File: src/rtl/arch_dump_pkg.sv
// Shared definitions for the architectural state dumper.
//  - arch_dump_state_e : dump sequencer states
//  - word counts per section and the total dump length
//  - loadarch CSR word positions used by the consumer
// Build option: ARCH_DUMP_FPR_EN adds the 32 FPR words to the dump.
package arch_dump_pkg;

    typedef enum logic [2:0] {
        ST_IDLE,
        ST_HALT,
        ST_SNAP,
        ST_CSR,
        ST_XPR,
        ST_FPR,
        ST_DONE
    } arch_dump_state_e;

    localparam int NUM_CSR_WORDS = 28;
    localparam int NUM_XPR       = 32;
    localparam int NUM_FPR       = 32;

    // Position of selected CSR words within the CSR section of the dump.
    localparam int IDX_PC       = 0;
    localparam int IDX_PRV      = 1;
    localparam int IDX_MTIMECMP = 27;

`ifdef ARCH_DUMP_FPR_EN
    localparam int TOTAL_WORDS = NUM_CSR_WORDS + NUM_XPR + NUM_FPR;
`else
    localparam int TOTAL_WORDS = NUM_CSR_WORDS + NUM_XPR;
`endif

endpackage

File: src/rtl/arch_dump_out_reg.sv
// One-entry output register for the dump stream.
//  clock, reset        : clock, async active-high reset
//  clear               : restart the word index at 0 (start of a dump)
//  load, load_data,
//  load_last           : write a new word into the register
//  out_ready           : sink accepts the presented word
//  out_valid, out_data,
//  out_index, out_last : presented word and its position in the dump
//  free                : register can take a load this cycle (empty or draining)
module arch_dump_out_reg #(
    parameter int XLEN  = 64,
    parameter int IDX_W = 7
) (
    input  logic             clock,
    input  logic             reset,
    input  logic             clear,
    input  logic             load,
    input  logic [XLEN-1:0]  load_data,
    input  logic             load_last,
    input  logic             out_ready,
    output logic             out_valid,
    output logic [XLEN-1:0]  out_data,
    output logic [IDX_W-1:0] out_index,
    output logic             out_last,
    output logic             free
);

    logic xfer;

    assign xfer = out_valid && out_ready;
    assign free = !out_valid || out_ready;

    always_ff @(posedge clock or posedge reset) begin
        if (reset) begin
            out_valid <= 1'b0;
            out_data  <= '0;
            out_index <= '0;
            out_last  <= 1'b0;
        end else begin
            // Index tracks accepted words, so it is the position of whatever is presented.
            if (clear)
                out_index <= '0;
            else if (xfer)
                out_index <= out_index + 1'b1;

            if (load) begin
                out_valid <= 1'b1;
                out_data  <= load_data;
                out_last  <= load_last;
            end else if (xfer) begin
                out_valid <= 1'b0;
                out_last  <= 1'b0;
            end
        end
    end

endmodule

File: src/rtl/arch_state_dumper.sv
// Architectural state dumper for one tile: halts the core, snapshots the
// CSRs, reads the integer (and optionally FP) regfile, and streams 64-bit
// words in loadarch field order over valid/ready.
//  clock, reset             : clock, async active-high reset
//  dump_req                 : start pulse, ignored while busy
//  core_halt, core_quiesced : halt request / core drained acknowledgement
//  csr_vec                  : NUM_CSR packed CSR words
//  xpr_ren/raddr/rdata      : integer regfile read port (1-cycle latency)
//  fpr_ren/raddr/rdata      : FP regfile read port (ARCH_DUMP_FPR_EN only)
//  out_valid/ready/data/
//  out_index/out_last       : dump stream
//  busy, dump_done          : status
// Build option: ARCH_DUMP_FPR_EN enables the FPR section and fpr_* ports.
module arch_state_dumper
    import arch_dump_pkg::*;
#(
    parameter int XLEN    = 64,
    parameter int NUM_CSR = NUM_CSR_WORDS,
    parameter int IDX_W   = 7
) (
    input  logic                    clock,
    input  logic                    reset,
    input  logic                    dump_req,
    output logic                    core_halt,
    input  logic                    core_quiesced,
    input  logic [NUM_CSR*XLEN-1:0] csr_vec,
    output logic                    xpr_ren,
    output logic [4:0]              xpr_raddr,
    input  logic [XLEN-1:0]         xpr_rdata,
`ifdef ARCH_DUMP_FPR_EN
    output logic                    fpr_ren,
    output logic [4:0]              fpr_raddr,
    input  logic [XLEN-1:0]         fpr_rdata,
`endif
    output logic                    out_valid,
    input  logic                    out_ready,
    output logic [XLEN-1:0]         out_data,
    output logic [IDX_W-1:0]        out_index,
    output logic                    out_last,
    output logic                    busy,
    output logic                    dump_done
);

    localparam logic [5:0] CSR_LAST = 6'(NUM_CSR - 1);
    localparam logic [5:0] REG_LAST = 6'd31;
    localparam logic [5:0] REG_END  = 6'd32;

    arch_dump_state_e state, state_nxt;
    logic [5:0]       cnt, cnt_nxt;     // CSR word or register number within a section
    logic             inflight;         // regfile read issued last cycle, data arriving now
    logic             rd_issue;
    logic [XLEN-1:0]  snap [NUM_CSR];

    logic             ld, ld_last, clear, free;
    logic [XLEN-1:0]  ld_data;

    assign busy      = (state != ST_IDLE);
    assign dump_done = (state == ST_DONE);
    assign core_halt = busy && (state != ST_DONE);

`ifdef ARCH_DUMP_FPR_EN
    assign rd_issue = xpr_ren || fpr_ren;
`else
    assign rd_issue = xpr_ren;
`endif

    always_ff @(posedge clock or posedge reset) begin
        if (reset) begin
            state    <= ST_IDLE;
            cnt      <= '0;
            inflight <= 1'b0;
        end else begin
            state    <= state_nxt;
            cnt      <= cnt_nxt;
            inflight <= rd_issue;
        end
    end

    // Snapshot is only consumed after SNAP, so it needs no reset.
    always_ff @(posedge clock) begin
        if (state == ST_SNAP)
            for (int k = 0; k < NUM_CSR; k++)
                snap[k] <= csr_vec[k*XLEN +: XLEN];
    end

    always_comb begin
        state_nxt = state;
        cnt_nxt   = cnt;
        ld        = 1'b0;
        ld_data   = '0;
        ld_last   = 1'b0;
        clear     = 1'b0;
        xpr_ren   = 1'b0;
        xpr_raddr = cnt[4:0];
`ifdef ARCH_DUMP_FPR_EN
        fpr_ren   = 1'b0;
        fpr_raddr = cnt[4:0];
`endif
        case (state)
            ST_IDLE: if (dump_req) state_nxt = ST_HALT;
            ST_HALT: if (core_quiesced) state_nxt = ST_SNAP;
            ST_SNAP: begin
                clear     = 1'b1;
                cnt_nxt   = '0;
                state_nxt = ST_CSR;
            end
            ST_CSR: if (free) begin
                ld      = 1'b1;
                ld_data = snap[cnt[4:0]];
                cnt_nxt = cnt + 6'd1;
                if (cnt == CSR_LAST) begin
                    cnt_nxt   = '0;
                    state_nxt = ST_XPR;
                end
            end
            ST_XPR: begin
                if (inflight) begin
                    // A read is only issued when the register will be empty now.
                    ld      = 1'b1;
                    ld_data = xpr_rdata;
                    cnt_nxt = cnt + 6'd1;
`ifdef ARCH_DUMP_FPR_EN
                    if (cnt == REG_LAST) begin
                        cnt_nxt   = '0;
                        state_nxt = ST_FPR;
                    end
`else
                    ld_last = (cnt == REG_LAST);
`endif
                end else if (cnt == '0) begin
                    // x0 is hardwired zero: emitted without touching the regfile.
                    if (free) begin
                        ld      = 1'b1;
                        cnt_nxt = 6'd1;
                    end
                end else if (cnt < REG_END && free) begin
                    xpr_ren = 1'b1;
                end
`ifndef ARCH_DUMP_FPR_EN
                if (out_valid && out_ready && out_last) state_nxt = ST_DONE;
`endif
            end
`ifdef ARCH_DUMP_FPR_EN
            ST_FPR: begin
                if (inflight) begin
                    ld      = 1'b1;
                    ld_data = fpr_rdata;
                    ld_last = (cnt == REG_LAST);
                    cnt_nxt = cnt + 6'd1;
                end else if (cnt < REG_END && free) begin
                    fpr_ren = 1'b1;
                end
                if (out_valid && out_ready && out_last) state_nxt = ST_DONE;
            end
`endif
            ST_DONE: state_nxt = ST_IDLE;
            default: state_nxt = ST_IDLE;
        endcase
    end

    arch_dump_out_reg #(
        .XLEN  (XLEN),
        .IDX_W (IDX_W)
    ) u_out_reg (
        .clock     (clock),
        .reset     (reset),
        .clear     (clear),
        .load      (ld),
        .load_data (ld_data),
        .load_last (ld_last),
        .out_ready (out_ready),
        .out_valid (out_valid),
        .out_data  (out_data),
        .out_index (out_index),
        .out_last  (out_last),
        .free      (free)
    );

endmodule
File: config.mk
export PLATFORM = sky130hd
export DESIGN_NAME = arch_state_dumper
export DESIGN_NICKNAME = d
export VERILOG_FILES = /design/src/rtl/arch_dump_pkg.sv /design/src/rtl/arch_dump_out_reg.sv /design/src/rtl/arch_state_dumper.sv
export SDC_FILE = /design/constraint.sdc
export NUM_CORES = 2
export LEC_CHECK = 0
export ABC_AREA = 1
export ABC_CLOCK_PERIOD_IN_PS = 123400
export CORE_AREA = 2 2 748 750
export CTS_BUF_LIST = sky130_fd_sc_hd__clkbuf_2
export CTS_CLUSTER_SIZE = 12
export DETAILED_ROUTE_END_ITERATION = 6
export DIE_AREA = 0 0 750 752
export PLACE_DENSITY = 0.3
export REMOVE_ABC_BUFFERS = 1
export SLEW_MARGIN = 15
export SYNTH_ARGS = -nofsm -noshare
export SYNTH_HDL_FRONTEND = slang
export SYNTH_SLANG_ARGS = --single-unit
File: constraint.sdc
create_clock -name clock -period 123.4 [get_ports clock]
set_clock_uncertainty 0.05 [all_clocks]
set_input_delay 24.68 -clock clock [delete_from_list [all_inputs] [get_ports clock]]
set_output_delay 24.68 -clock clock [all_outputs]
set_load 0.03 [all_outputs]
=== Word level (Yosys, flattened, before mapping) ===
Memories as Yosys holds them, arrays and structs flattened.
Index checks and enable logic that the tools add are counted.

* Register bits: 83
* RAM bits: 1792
* Input bits: 1861
* Output and inout bits: 82
* Memories: 1

* Add/sub/neg operators: 2
* Magnitude comparators: 1
* Equal/unequal tests: 15
* Mux-type cells: 32
* Reductions and logical operators: 14

{| class="wikitable"
|+ Memory list
! name !! depth !! bits a word !! rd ports !! clocked after Yosys merged registers in !! write ports !! RTL line !! text
|-
| snap || 28 || 64 || 1 || 0 || 28 || arch_state_dumper.sv:52 || <nowiki>logic [XLEN-1:0] snap [NUM_CSR];</nowiki>
|}

{| class="wikitable"
|+ Operator list
! operator !! number
|-
| $mux W64 || 2
|-
| $pmux W64 S2 || 1
|-
| $mux W6 || 5
|-
| $pmux W6 S3 || 1
|-
| $mux W3 || 5
|-
| $pmux W3 S5 || 1
|-
| $mux W1 || 14
|-
| $mux W7 || 2
|-
| $eq A6 B5 Y1 const B || 2
|-
| $ne A2 B2 Y1 const B || 5
|-
| $ne A3 B3 Y1 const B || 3
|-
| $add A7 B1 Y7 const B || 1
|-
| $add A6 B1 Y6 const B || 1
|-
| $eq A3 B2 Y1 const B || 2
|-
| $eq A3 B3 Y1 const B || 2
|-
| $logic_not A6 Y1 || 1
|-
| $lt A6 B6 Y1 const B || 1
|-
| $reduce_bool A3 Y1 || 2
|-
| $reduce_and A5 Y1 || 1
|-
| $logic_and A1 B1 Y1 || 4
|-
| $reduce_and A4 Y1 || 1
|-
| $reduce_bool A2 Y1 || 2
|-
| $eq A3 B1 Y1 const B || 1
|-
| $logic_not A3 Y1 || 1
|-
| 3 further kinds || 3
|}

=== Longest topological paths before layout ===
* Word-level depth: 7
* Gate-level depth with buffers: 14

=== By module ===
From an unflattened synthesis, not the netlist that was laid out.

* Cells, all modules: 7522
* Area, all modules: 78764.3 um2

{| class="wikitable"
|+ Modules (own cells, without submodules)
! module !! instances !! cells each !! area an instance (um2)
|-
| arch_state_dumper || 1 || 7191 || 75879.0
|-
| arch_dump_out_reg || 1 || 331 || 2885.3
|}

=== Worst setup path before layout ===
Ideal clock, no wire load.

* Path kind: flip-flop to flip-flop
* Start point: register state[1]
* End point: register u_out_reg.out_index[3]
* Arrival time: 86948 ps
* Required time: 123126 ps
* Setup slack: 36178 ps
* Cell stages (with the launch flop): 8
* Buffers on the path: 0
* Cells stage by stage: dfrtp_1 -> inv_1 -> nor2_1 -> inv_1 -> nor2_1 -> inv_1 -> o21ai_0 -> a21oi_1

* Word-level cells in the longest chain between the ends: 3
* Elaborated cells between the ends (all ways): 4
* Those cells by class: eq/ne: 1; mux: 2; reduce/logical: 1

{| class="wikitable"
|+ RTL lines
! element !! RTL line !! text
|-
| start: declaration || arch_state_dumper.sv:48 || <nowiki>arch_dump_state_e state, state_nxt;</nowiki>
|-
| start signal: assignment || arch_state_dumper.sv:73 || <nowiki>state <= state_nxt;</nowiki>
|-
| $eq A3 B2 Y1 (*) || arch_state_dumper.sv:99 || <nowiki>case (state)</nowiki>
|-
| $mux W1 (*) || arch_state_dumper.sv:99 ||
|-
| $mux W7 / $reduce_bool A2 Y1 (equally long branches) || n/a ||
|-
| end signal: assignment || arch_dump_out_reg.sv:44 || <nowiki>out_index <= out_index + 1'b1;</nowiki>
|-
| end: declaration || arch_dump_out_reg.sv:23 || <nowiki>output logic [IDX_W-1:0] out_index,</nowiki>
|}

Mark *: on every way between the ends. The rest lies on a longest branch, timed or not.
A chain may end at the register's enable or synchronous reset.

=== Worst setup path in the final report ===
* Start point: input out_ready
* End point: output xpr_ren

* Word-level cells in the longest chain between the ends: 6

{| class="wikitable"
|+ RTL lines
! element !! RTL line !! text
|-
| start: declaration || arch_state_dumper.sv:36 || <nowiki>input logic out_ready,</nowiki>
|-
| $logic_or A1 B1 Y1 || arch_dump_out_reg.sv:31 || <nowiki>assign free = !out_valid || out_ready;</nowiki>
|-
| $logic_and A1 B1 Y1 || arch_state_dumper.sv:136 || <nowiki>end else if (cnt < REG_END && free) begin</nowiki>
|-
| $mux W1 || arch_state_dumper.sv:136 ||
|-
| $mux W1 || arch_state_dumper.sv:130 || <nowiki>end else if (cnt == '0) begin</nowiki>
|-
| $mux W1 || arch_state_dumper.sv:117 || <nowiki>if (inflight) begin</nowiki>
|-
| $mux W1 || arch_state_dumper.sv:99 ||
|-
| end: declaration || arch_state_dumper.sv:27 || <nowiki>output logic xpr_ren,</nowiki>
|}

No other way between the ends.

==> impl_summary.log <==
INFO  metric slowest_delay = 0.81 ns
INFO  metric detail_route.first_pass.iterations = 6
INFO  metric grt_max_degree = 137
INFO  metric final_hold_viol_count = 0
INFO  metric synth_cell_type_count = 26
INFO  metric post-synth-top-area-fraction = 0.699
INFO  metric fp.dieW = 750 um
INFO  metric required = 98.67 ns
INFO  metric rr_endpoint = snap[22][29]
INFO  metric dp.cells = 16,000
INFO  metric clk_pin_slew_worst_paths = 0.07 ns
INFO  metric dieArea = 564,000 um2
INFO  metric maxCapViolations = 0
INFO  metric r2r.worst_path.cells = 11
INFO  metric cts.path.max_buffers = 4
INFO  metric grt_usage = 0.148
INFO  metric final_core_utilization = 0.199
INFO  metric post_synthesis_cell_area = 76,900 um2
INFO  metric pwr-share-comb = 0.304
INFO  metric run_status = finished, final reports clean
INFO  metric dominantRegCellSynth = sky130_fd_sc_hd__edfxtp_1
INFO  metric seqCellArea = 55,900 um2
INFO  metric power_switching = 851 uW
INFO  metric critical_path.top_delay_family = buffers and inverters
INFO  metric clock_tree.root_cell = sky130_fd_sc_hd__clkbuf_2
INFO  metric irDropWorstVdd = 0.0157 mV
INFO  metric post_route_antenna_net_violation_count = 0
INFO  metric yosys-top-cells-area = sky130_fd_sc_hd__edfxtp_1, sky130_fd_sc_hd__nand2_1, sky130_fd_sc_hd__nand3_1
INFO  metric drive_above_1_share = 0.112
INFO  metric pwr_density_cell = 19.8 nW/um2
INFO  metric final_min_period_over_clock_period = 0.419
INFO  metric whs = 0.455 ns
INFO  metric grt_antenna_before_repair = 448
INFO  metric multiInputGateArea = 17,200 um2
INFO  metric critPathArrivalTime = 27.02 ns
INFO  metric fin_cells = 17,100
INFO  metric hold_buffers = 0
INFO  metric cts_repair_resize_count = 0
INFO  metric ys.warnings.count = 0
INFO  metric synth-edff-count = 1,792
INFO  metric worst_reg2reg_setup_slack = 116.81 ns
INFO  metric areaGrowthSynthToFinish = 43.7%
INFO  metric gp_congestion = 0.827
INFO  metric detail_route.drc_violations = 0
INFO  metric highest_count_cells_in_the_layout_ignoring_fill_and_taps = sky130_fd_sc_hd__nand2_1, sky130_fd_sc_hd__clkdlybuf4s50_1, sky130_fd_sc_hd__edfxtp_1, sky130_fd_sc_hd__nand3_1, sky130_fd_sc_hd__clkbuf_2
INFO  metric placement.cell_area = 105,000 um2
INFO  metric switch_share = 0.389
INFO  metric floorplan.initialDensity = 0.138
INFO  metric placeableCoreArea = 556,000 um2
INFO  metric synthDominantAreaCellType = sky130_fd_sc_hd__edfxtp_1
INFO  metric preCtsSetupSlack = 71.57 ns
INFO  metric postSynth.asyncResetShare = 0.0443
INFO  metric end_point_of_the_most_critical_hold_path = u_out_reg.out_data[6]
INFO  metric seqPwrFrac = 0.457
INFO  metric finalSetupViolCount = 0
INFO  metric dp.final_hpwl = 327,000 um
INFO  metric detail_route.wirelength = 438,000 um
INFO  metric criticalPathCategory = in -> out
INFO  metric grt_pass1_vias = 63,600
INFO  metric worst_slew_margin_rel = 0.209
INFO  metric min-delay-path-class = reg -> reg
INFO  metric number_of_cts_inserted_buffers = 588
INFO  metric nNetsFinal = 11,000
INFO  metric worst_path_cell_chain = clkdlybuf4s50_1 > inv_1 > nand2_1 > inv_1 > nor3_1 > clkdlybuf4s50_1
INFO  metric die_height = 752 um
INFO  metric core.rowCount = 274
INFO  metric critPathLaunchType = input port
INFO  metric syn-mean-instance-area = 11.2 um2
INFO  metric fraction_of_power_consumed_by_the_clock_network = 0.239
INFO  metric io_buffers = 1,942
INFO  metric total_grt_overflow = 0
INFO  metric io_pins = 1,943
INFO  metric htree_num_levels = 6
INFO  metric final_area = 111,000 um2
INFO  metric total_power = 2.19 mW
INFO  metric timing.setup.tns = 0 ns
INFO  metric detail_route.wl_per_cell = 25.6 um
INFO  metric count_of_buffer_and_inverter_cells_on_the_critical_path = 4
INFO  metric fin_ws = 71.65 ns
INFO  metric maximum_clock_frequency = 19.3 MHz
INFO  metric layout_min_cycle_time = 51.75 ns
INFO  metric critical-path-slowest-cell = sky130_fd_sc_hd__clkdlybuf4s50_1
INFO  metric slew_viol_final = 0
INFO  metric numClockSinks = 1,875
INFO  metric post_cts.repair.setup_buffers = 0
INFO  metric cts_tree = done
INFO  metric first_iter_violations = 4,565
INFO  metric start_of_the_worst_register_to_register_path = state[1]
INFO  metric power.leakage = 42.0 nW
INFO  metric path_max_fanout = 4
INFO  metric grt_first_pass_wirelength = 569,000 um
INFO  metric drt-vias-per-instance = 3.66
INFO  metric num-fill-cells = 61,300
INFO  metric synth.yosys.seq_area_share = 0.726
INFO  metric worstHoldPathCells = 2
INFO  metric vias = 62,700
INFO  metric number_of_synthesized_register_bits = 1,875
INFO  metric later_pin_clock_latency_in_the_skew_report = 2.10 ns
INFO  metric min-delay-start = u_out_reg.out_data[6]
INFO  metric layout.cells.most_common = sky130_fd_sc_hd__nand2_1
INFO  metric internal_power = 1.34 mW
INFO  metric grt_setup_unrepaired = false
INFO  metric critical_path.endpoint_type = output port
INFO  metric post_synth_inst_count = 6,884
INFO  metric worst-slew-pin-transition = 1.18 ns
-- how the worst max path moves through the flow --
stage               from                      to  slack (ns)  cells after the start
2_1_floorplan   state[1]  u_out_reg.out_index[3]       36.18                      7
3_3_place_gp   out_ready                 xpr_ren       71.51                      6
3_5_place_dp   out_ready                 xpr_ren       71.57                      6
4_1_cts        out_ready                 xpr_ren       71.56                      6
5_1_grt        out_ready                 xpr_ren       71.54                      6
6_report       out_ready                 xpr_ren       71.65                      6
-- Yosys cell counts, types with 2 or more instances --
master                     number
sky130_fd_sc_hd__nand2_1     2482
sky130_fd_sc_hd__edfxtp_1    1792
sky130_fd_sc_hd__nand3_1     1000
sky130_fd_sc_hd__inv_1        531
sky130_fd_sc_hd__nor2_1       274
sky130_fd_sc_hd__buf_2        254
sky130_fd_sc_hd__o21ai_0      175
sky130_fd_sc_hd__dfrtp_1       83
sky130_fd_sc_hd__clkbuf_1      80
sky130_fd_sc_hd__o22ai_1       63
sky130_fd_sc_hd__o21ai_1       40
sky130_fd_sc_hd__a21oi_1       36
sky130_fd_sc_hd__buf_1         23
sky130_fd_sc_hd__buf_4         23
sky130_fd_sc_hd__buf_6          7
sky130_fd_sc_hd__nor3_1         6
sky130_fd_sc_hd__ha_1           3
sky130_fd_sc_hd__inv_2          3
sky130_fd_sc_hd__nand4_1        2
-- routing by layer --
metal  global-route usage  vias to the layer above  share of wire
li1                     -                    28200              -
met1                0.180                    30100           0.41
met2                0.241                     2831           0.46
met3               0.0602                     1197          0.096
met4               0.0390                      296          0.026
met5                    0                        -         0.0042
-- power groups by stage --
stage / clock [mW] / sequential, mW / combinational [mW]
after CTS: 0.559 / 1.00 / 0.688
after floorplan: 0 / 1.76 / 0.376
final: 0.524 / 1.00 / 0.664
after global placement: 0 / 1.01 / 0.684
after detailed placement: 0 / 1.02 / 0.685
after global routing: 0.582 / 1.02 / 0.738
-- state kept, by name (all words and copies together) (netlist names) --
| register | flops |
|---|---|
| cnt | 6 |
| inflight | 1 |
| snap | 1792 |
| state | 3 |
| u_out_reg.out_data | 64 |
| u_out_reg.out_index | 7 |
| u_out_reg.out_last | 1 |
| u_out_reg.out_valid | 1 |
-- worst register-to-register path: cells and delay by family, from the launching register on --
family,cells,cell delay [ns]
buffers and inverters,9,5.38
DFF,1,0.40
and+or+nand+nor,2,0.19
-- cell families (layout without fill, tap and decap cells) --
family / after synthesis / in the layout / synth area share
flops: 1875 / 1875 / 0.726
other cells: 0 / 112 / 0
simple gates: 3766 / 3766 / 0.200
compound gates: 317 / 317 / 0.0218
buf+inv: 923 / 3609 / 0.0510
fa+ha+maj: 3 / 3 / 0.000488
-- final cells by class --
class                      instances  share of cell area
timing repair buffer            2073               0.186
inverter                         536              0.0187
clock inverter                   139             0.00854
antenna                          112             0.00254
clock buffer                     861              0.0390
sequential                      1875               0.506
multi-input combinational       4086               0.155
tap                             7452              0.0844
(Power assumes the default switching activity.)
